[src/rtl/cardinal_dmem_arbiter.sv]
// Shared data-memory arbiter for multi-node Cardinal builds: one grant per cycle
// (round-robin or fixed priority), with read returns routed back to the issuing node.
module cardinal_dmem_arbiter #(
  parameter int NUM_NODES  = 4,
  parameter int ADDR_W     = 8,
  parameter int DATA_W     = 64,
  parameter int RD_LAT     = 1,
  parameter int FIXED_PRIO = 0
) (
  input  logic                          Clock,
  input  logic                          Reset,
  input  logic [NUM_NODES-1:0]          Node_MemEn,
  input  logic [NUM_NODES-1:0]          Node_MemWrEn,
  input  logic [NUM_NODES*ADDR_W-1:0]   Node_Addr,
  input  logic [NUM_NODES*DATA_W-1:0]   Node_WrData,
  output logic [NUM_NODES*DATA_W-1:0]   Node_RdData,
  output logic [NUM_NODES-1:0]          Node_RdValid,
  output logic [NUM_NODES-1:0]          Node_Stall,
  output logic                          Mem_En,
  output logic                          Mem_WrEn,
  output logic [ADDR_W-1:0]             Mem_Addr,
  output logic [DATA_W-1:0]             Mem_WrData,
  input  logic [DATA_W-1:0]             Mem_RdData
);

  localparam int ID_W = (NUM_NODES > 1) ? $clog2(NUM_NODES) : 1;

  logic [ID_W-1:0]      rr_ptr;
  logic [ID_W-1:0]      scan_start;
  logic [ID_W-1:0]      scan_idx;
  logic [ID_W-1:0]      gnt_id;
  logic                 gnt_any;
  logic [NUM_NODES-1:0] grant;
  logic                 rd_issue;
  logic [RD_LAT-1:0]    vld_p;
  logic [ID_W-1:0]      id_p [RD_LAT];
  logic [ID_W-1:0]      ret_id;

  function automatic logic [ID_W-1:0] wrap_idx(input logic [ID_W-1:0] base, input int k);
    int s;
    s = int'(base) + k;
    if (s >= NUM_NODES) s = s - NUM_NODES;
    return ID_W'(s);
  endfunction

  // Arbitration: scan from the start point, first requester wins; reset masks all requests
  always_comb begin
    scan_start = (FIXED_PRIO != 0) ? '0 : rr_ptr;
    scan_idx   = '0;
    gnt_id     = '0;
    gnt_any    = 1'b0;
    for (int k = 0; k < NUM_NODES; k++) begin
      scan_idx = wrap_idx(scan_start, k);
      if (Reset && !gnt_any && Node_MemEn[scan_idx]) begin
        gnt_any = 1'b1;
        gnt_id  = scan_idx;
      end
    end
  end

  always_comb begin
    grant = '0;
    if (gnt_any) grant[gnt_id] = 1'b1;
  end

  assign Node_Stall = Node_MemEn & ~grant & {NUM_NODES{Reset}};

  always_comb begin
    Mem_En     = gnt_any;
    Mem_WrEn   = 1'b0;
    Mem_Addr   = '0;
    Mem_WrData = '0;
    if (gnt_any) begin
      Mem_WrEn   = Node_MemWrEn[gnt_id];
      Mem_Addr   = Node_Addr[int'(gnt_id)*ADDR_W +: ADDR_W];
      Mem_WrData = Node_WrData[int'(gnt_id)*DATA_W +: DATA_W];
    end
  end

  assign rd_issue = gnt_any & ~Mem_WrEn;

  always_ff @(posedge Clock or negedge Reset) begin
    if (!Reset) begin
      rr_ptr <= '0;
    end else if (gnt_any && (FIXED_PRIO == 0)) begin
      rr_ptr <= (gnt_id == ID_W'(NUM_NODES - 1)) ? '0 : gnt_id + ID_W'(1);
    end
  end

  // Read pipeline p0..p(RD_LAT-1): tracks which node owns the data the dmem is producing
  always_ff @(posedge Clock or negedge Reset) begin
    if (!Reset) begin
      vld_p <= '0;
    end else begin
      vld_p[0] <= rd_issue;
      for (int s = 1; s < RD_LAT; s++) vld_p[s] <= vld_p[s-1];
    end
  end

  always_ff @(posedge Clock) begin
    id_p[0] <= gnt_id;
    for (int s = 1; s < RD_LAT; s++) id_p[s] <= id_p[s-1];
  end

  assign ret_id = id_p[RD_LAT-1];

  // Return stage: capture dmem data into the owning lane, pulse its valid for one cycle
  always_ff @(posedge Clock or negedge Reset) begin
    if (!Reset) begin
      Node_RdValid <= '0;
      Node_RdData  <= '0;
    end else begin
      Node_RdValid <= '0;
      if (vld_p[RD_LAT-1]) begin
        Node_RdValid[ret_id]                         <= 1'b1;
        Node_RdData[int'(ret_id)*DATA_W +: DATA_W]   <= Mem_RdData;
      end
    end
  end

endmodule

[config.mk]
export PLATFORM = sky130hd
export DESIGN_NAME = cardinal_dmem_arbiter
export DESIGN_NICKNAME = d
export VERILOG_FILES = /design/src/rtl/cardinal_dmem_arbiter.sv
export SDC_FILE = /design/constraint.sdc
export NUM_CORES = 1
export LEC_CHECK = 0
export ABC_AREA = 1
export ABC_CLOCK_PERIOD_IN_PS = 2900
export BUFFER_PORTS_ARGS = -buffer_cell sky130_fd_sc_hd__clkbuf_2
export CORE_AREA = 2 2 276 278
export DETAILED_ROUTE_END_ITERATION = 8
export DIE_AREA = 0 0 278 280
export HOLD_SLACK_MARGIN = 0.12
export PLACE_DENSITY_LB_ADDON = 0.3
export SLEW_MARGIN = 15
export SYNTH_ARGS = -nofsm -noshare
export SYNTH_HDL_FRONTEND = slang
export SYNTH_SLANG_ARGS = --single-unit
[constraint.sdc]
create_clock -name Clock -period 2.9 [get_ports Clock]
set_input_delay 0.29 -clock Clock [delete_from_list [all_inputs] [get_ports Clock]]
set_output_delay 0.29 -clock Clock [all_outputs]
set_load 0.01 [all_outputs]
==> impl_results.md <==
* Status: complete, but fails checks
* Failing checks: setup timing
* Max stage delay cell, worst path: dfrtp_2
* Reg-to-reg endpoint: vld_p
* CP Depth at 15
* CTS Buffer Depth at 3
* Routed vias at 16980
* Reg area at 0.006628 mm2
* Netlist Area Pre-Place at 0.01434 mm2
* Total wire length at 79470 um
* Period Utilization, post-route at 1.082
* Power density over the cells at 1350 mW/mm2
* Worst Path Max Fanout at 16
* Met2 WL at 39440 um
* Met3 routed WL at 5482 um
* Area taken by multi-input logic gates at 0.007094 mm2
* Syn avg cell area at 7.240 um2
* Slew Limit Fails at 0
* Syn Nets at 2349
* VDD IR max at 921.6 uV
* PnR Total Power at 30.59 mW
* Critical Path Sink Type: output port
* R2R setup slack at 0.43 ns
* Synth Register Bits at 265
* DR WL/cell at 21.18 um
* Unrepaired setup endpoints after global routing: yes
* Largest net degree at the start of global routing at 110
* Initial antenna violation count at 14
* Beginning of the critical path: rr_ptr[1]
* First DRT Iteration DRCs at 1058
* Starting Density at 0.1907
* Slew HR at 0.3341
* Worst path buffer plus inverter count at 3
* Final hold violations at 0
* Share of cells above drive strength 1 at 0.3944
* Worst R2R Path Depth at 18
* Crit path largest cell delay at 0.48 ns
* IO Pins at 700
* Family with the most delay on the worst path: simple AND/OR/NAND/NOR gates
* Synth area leader: dfrtp_1
* Rows at 101
* Inserted Clock Buffers at 30
* CP endpoint: Mem_WrData[32]
* Die Ht at 280 um
* Clock Skew at 0.007513 ns
* Final Setup Violations at 77
* Worst-skew pair later-pin latency at 0.58 ns
* Max frequency at 318.6 MHz
* Vias in the first global route at 16610
* Met1 WL at 30910 um
* Die width at 278 um
* Port buffer count at 699
* WP data required at 2.61 ns
* Die area at 0.07784 mm2
* Critical Path AT at 2.85 ns
* Cell variety after synth at 26
* Fillcell total at 8263
* Prevailing post-synth register cell: dfrtp_1
* Area of the core at 0.07519 mm2
* Slew @ Worst Pin at 0.9989 ns
* PnR worst setup slack at -0.2391 ns
* Clock tree from TritonCTS: yes
* R2R Path Start: rr_ptr[1]
* Drt first pass iters at 7
* Sequential share of the synthesized area at 0.4617
* Core utilization of the finished layout at 0.3012
* Min-delay worst type: in -> reg
* Gpl congestion at 0.9312
* Vias per cell at 4.526
* Crit-path cells: inv_4 -> nand2_1 -> nand2_2 -> nand2_2 -> nand2_4 -> nand4_1 -> nand2_4 -> nand2_8 -> nand2_8 -> buf_12 -> nand2_2 -> nand2_1 -> nand2_1 -> a21oi_2 -> buf_2
* Root Buffer: clkbuf_16
* Most numerous cell in the Yosys netlist: nand2_1
* First-pass GRT wire length at 112700 um
* Tmin final at 3.139 ns
* Top layer in use: met5
* Critical path class: reg -> out
* Startpoint class of the critical path: register
* Synth cell count leaders: nand2_1, nand3_1, dfrtp_1
* P_leak at 11.99 nW
* Total gr overflow at 0
* Top-area cell type share of the netlist area at 0.4589
* Ys async rst share at 0.9925
* Global-route usage over all layers at 0.1918
* Hpwl dp at 55350 um
* H-tree depth at 1
* CTS sink cnt at 265
* Area Growth Syn to Fin at 57.93%
* Max Cap Viol at 0
* DRC at 0
* Nets at 3105
* CTS clk-pin slew, worst paths at 0.06 ns
* DP Worst Slack at 0.1108 ns
* Number of synthesized flops with an enable pin at 0
* Largest cells by area after synthesis: dfrtp_1, nand2_1, nand3_1, o21ai_0, inv_1
* Post-Syn Instances at 1981
* Antenna viol nets, final at 0
* Yosys synthesis warning count at 0
[per-stage QoR]
step	TNS [ns]	std cells	instance area [um2]	hold slack [ns]
global placement	0	3570	19290	0.4643
detailed placement	0	3570	19290	0.4717
CTS	-14.68	3727	22010	0.3243
global route	-23.13	3752	22650	0.2825
floorplan	0	1981	14340	-0.005591
finish	-12.19	3752	22650	0.2740
[repair_timing]
| action | 4_1_cts | 5_1_grt |
|---|---|---|
| endpoints found under the hold margin | 344 | 0 |
| pin swaps | 13 | 37 |
| setup buffers | 23 | 7 |
| hold buffers | 65 | 0 |
| cloned | 13 | 8 |
| endpoints found under the setup margin | 77 | 77 |
| resized for setup | 118 | 201 |
[cells by family after synthesis]
group	after synthesis	share of synthesized area
and+or+nand+nor	1035	0.3122
AOI/OAI and AO/OA	340	0.1196
buffers and inverters	335	0.1013
DFF	265	0.4617
adders and majority gates	6	0.005234
[flip-flops by register name (all words and copies together) (netlist names)]
name	flops
Node_RdData	256
vld_p	1
id_p	2
Node_RdValid	4
rr_ptr	2
[cell type report]
type	instances	share of cell area
diodes	13	0.001436
clock buffers	47	0.04082
clock inverters	9	0.002762
inverters	169	0.02900
multi-input cells	1381	0.3132
flip-flops and latches	265	0.2926
well taps	978	0.05402
repair buffers	890	0.2661
[layout by cell type (no fill, tap or decap), types with 36 or more instances in the layout]
cell type	instances
a21oi_2	56
nand2_2	72
buf_2	68
nand3_1	378
clkbuf_16	36
inv_1	160
o21ai_0	258
dfrtp_1	261
dlygate4sd3_1	65
buf_4	59
nand2_1	511
clkbuf_2	626
[report_power, final]
group          switching, mW  leakage, nW  internal (mW)
Combinational           12.3         7.92           8.02
Sequential              1.04         3.58           5.41
Clock                   1.63        0.491           2.18
Total                   15.0         12.0           15.6
[metal layers]
metal,GRT usage,vias up
met5,0,-
met4,0.09633,2
met3,0.03880,123
met2,0.3305,743
met1,0.2266,8124
li1,-,7989
[how the worst min path moves through the flow]
stage | start | end | slack (ns) | cells past startpoint
global route | Reset | id_p[0][1] | 0.28 | 5
floorplan | Reset | Node_RdData[0] | -0.006 | 0
CTS | Reset | id_p[0][1] | 0.32 | 5
finish | Reset | id_p[0][1] | 0.27 | 5
global placement | Node_RdData[252] | Node_RdData[252] | 0.46 | 2
detailed placement | Node_RdData[219] | Node_RdData[219] | 0.47 | 2
[worst register-to-register path: stages, from the launching register on]
cell       delay [ns]
dfrtp_2          0.48
inv_4            0.11
nand2_1          0.06
nand2_2          0.08
nand2_2          0.07
nand2_4          0.12
nand4_1          0.17
nand2_4          0.13
nand2_8          0.10
nand2_8          0.15
buf_12           0.13
clkbuf_16        0.17
nand2_1          0.06
nand2_1          0.06
nand2_1          0.08
buf_4            0.14
nand2_1          0.06
nor2_1           0.05
buf_4            0.15
Power figures use the tool's default switching activity.
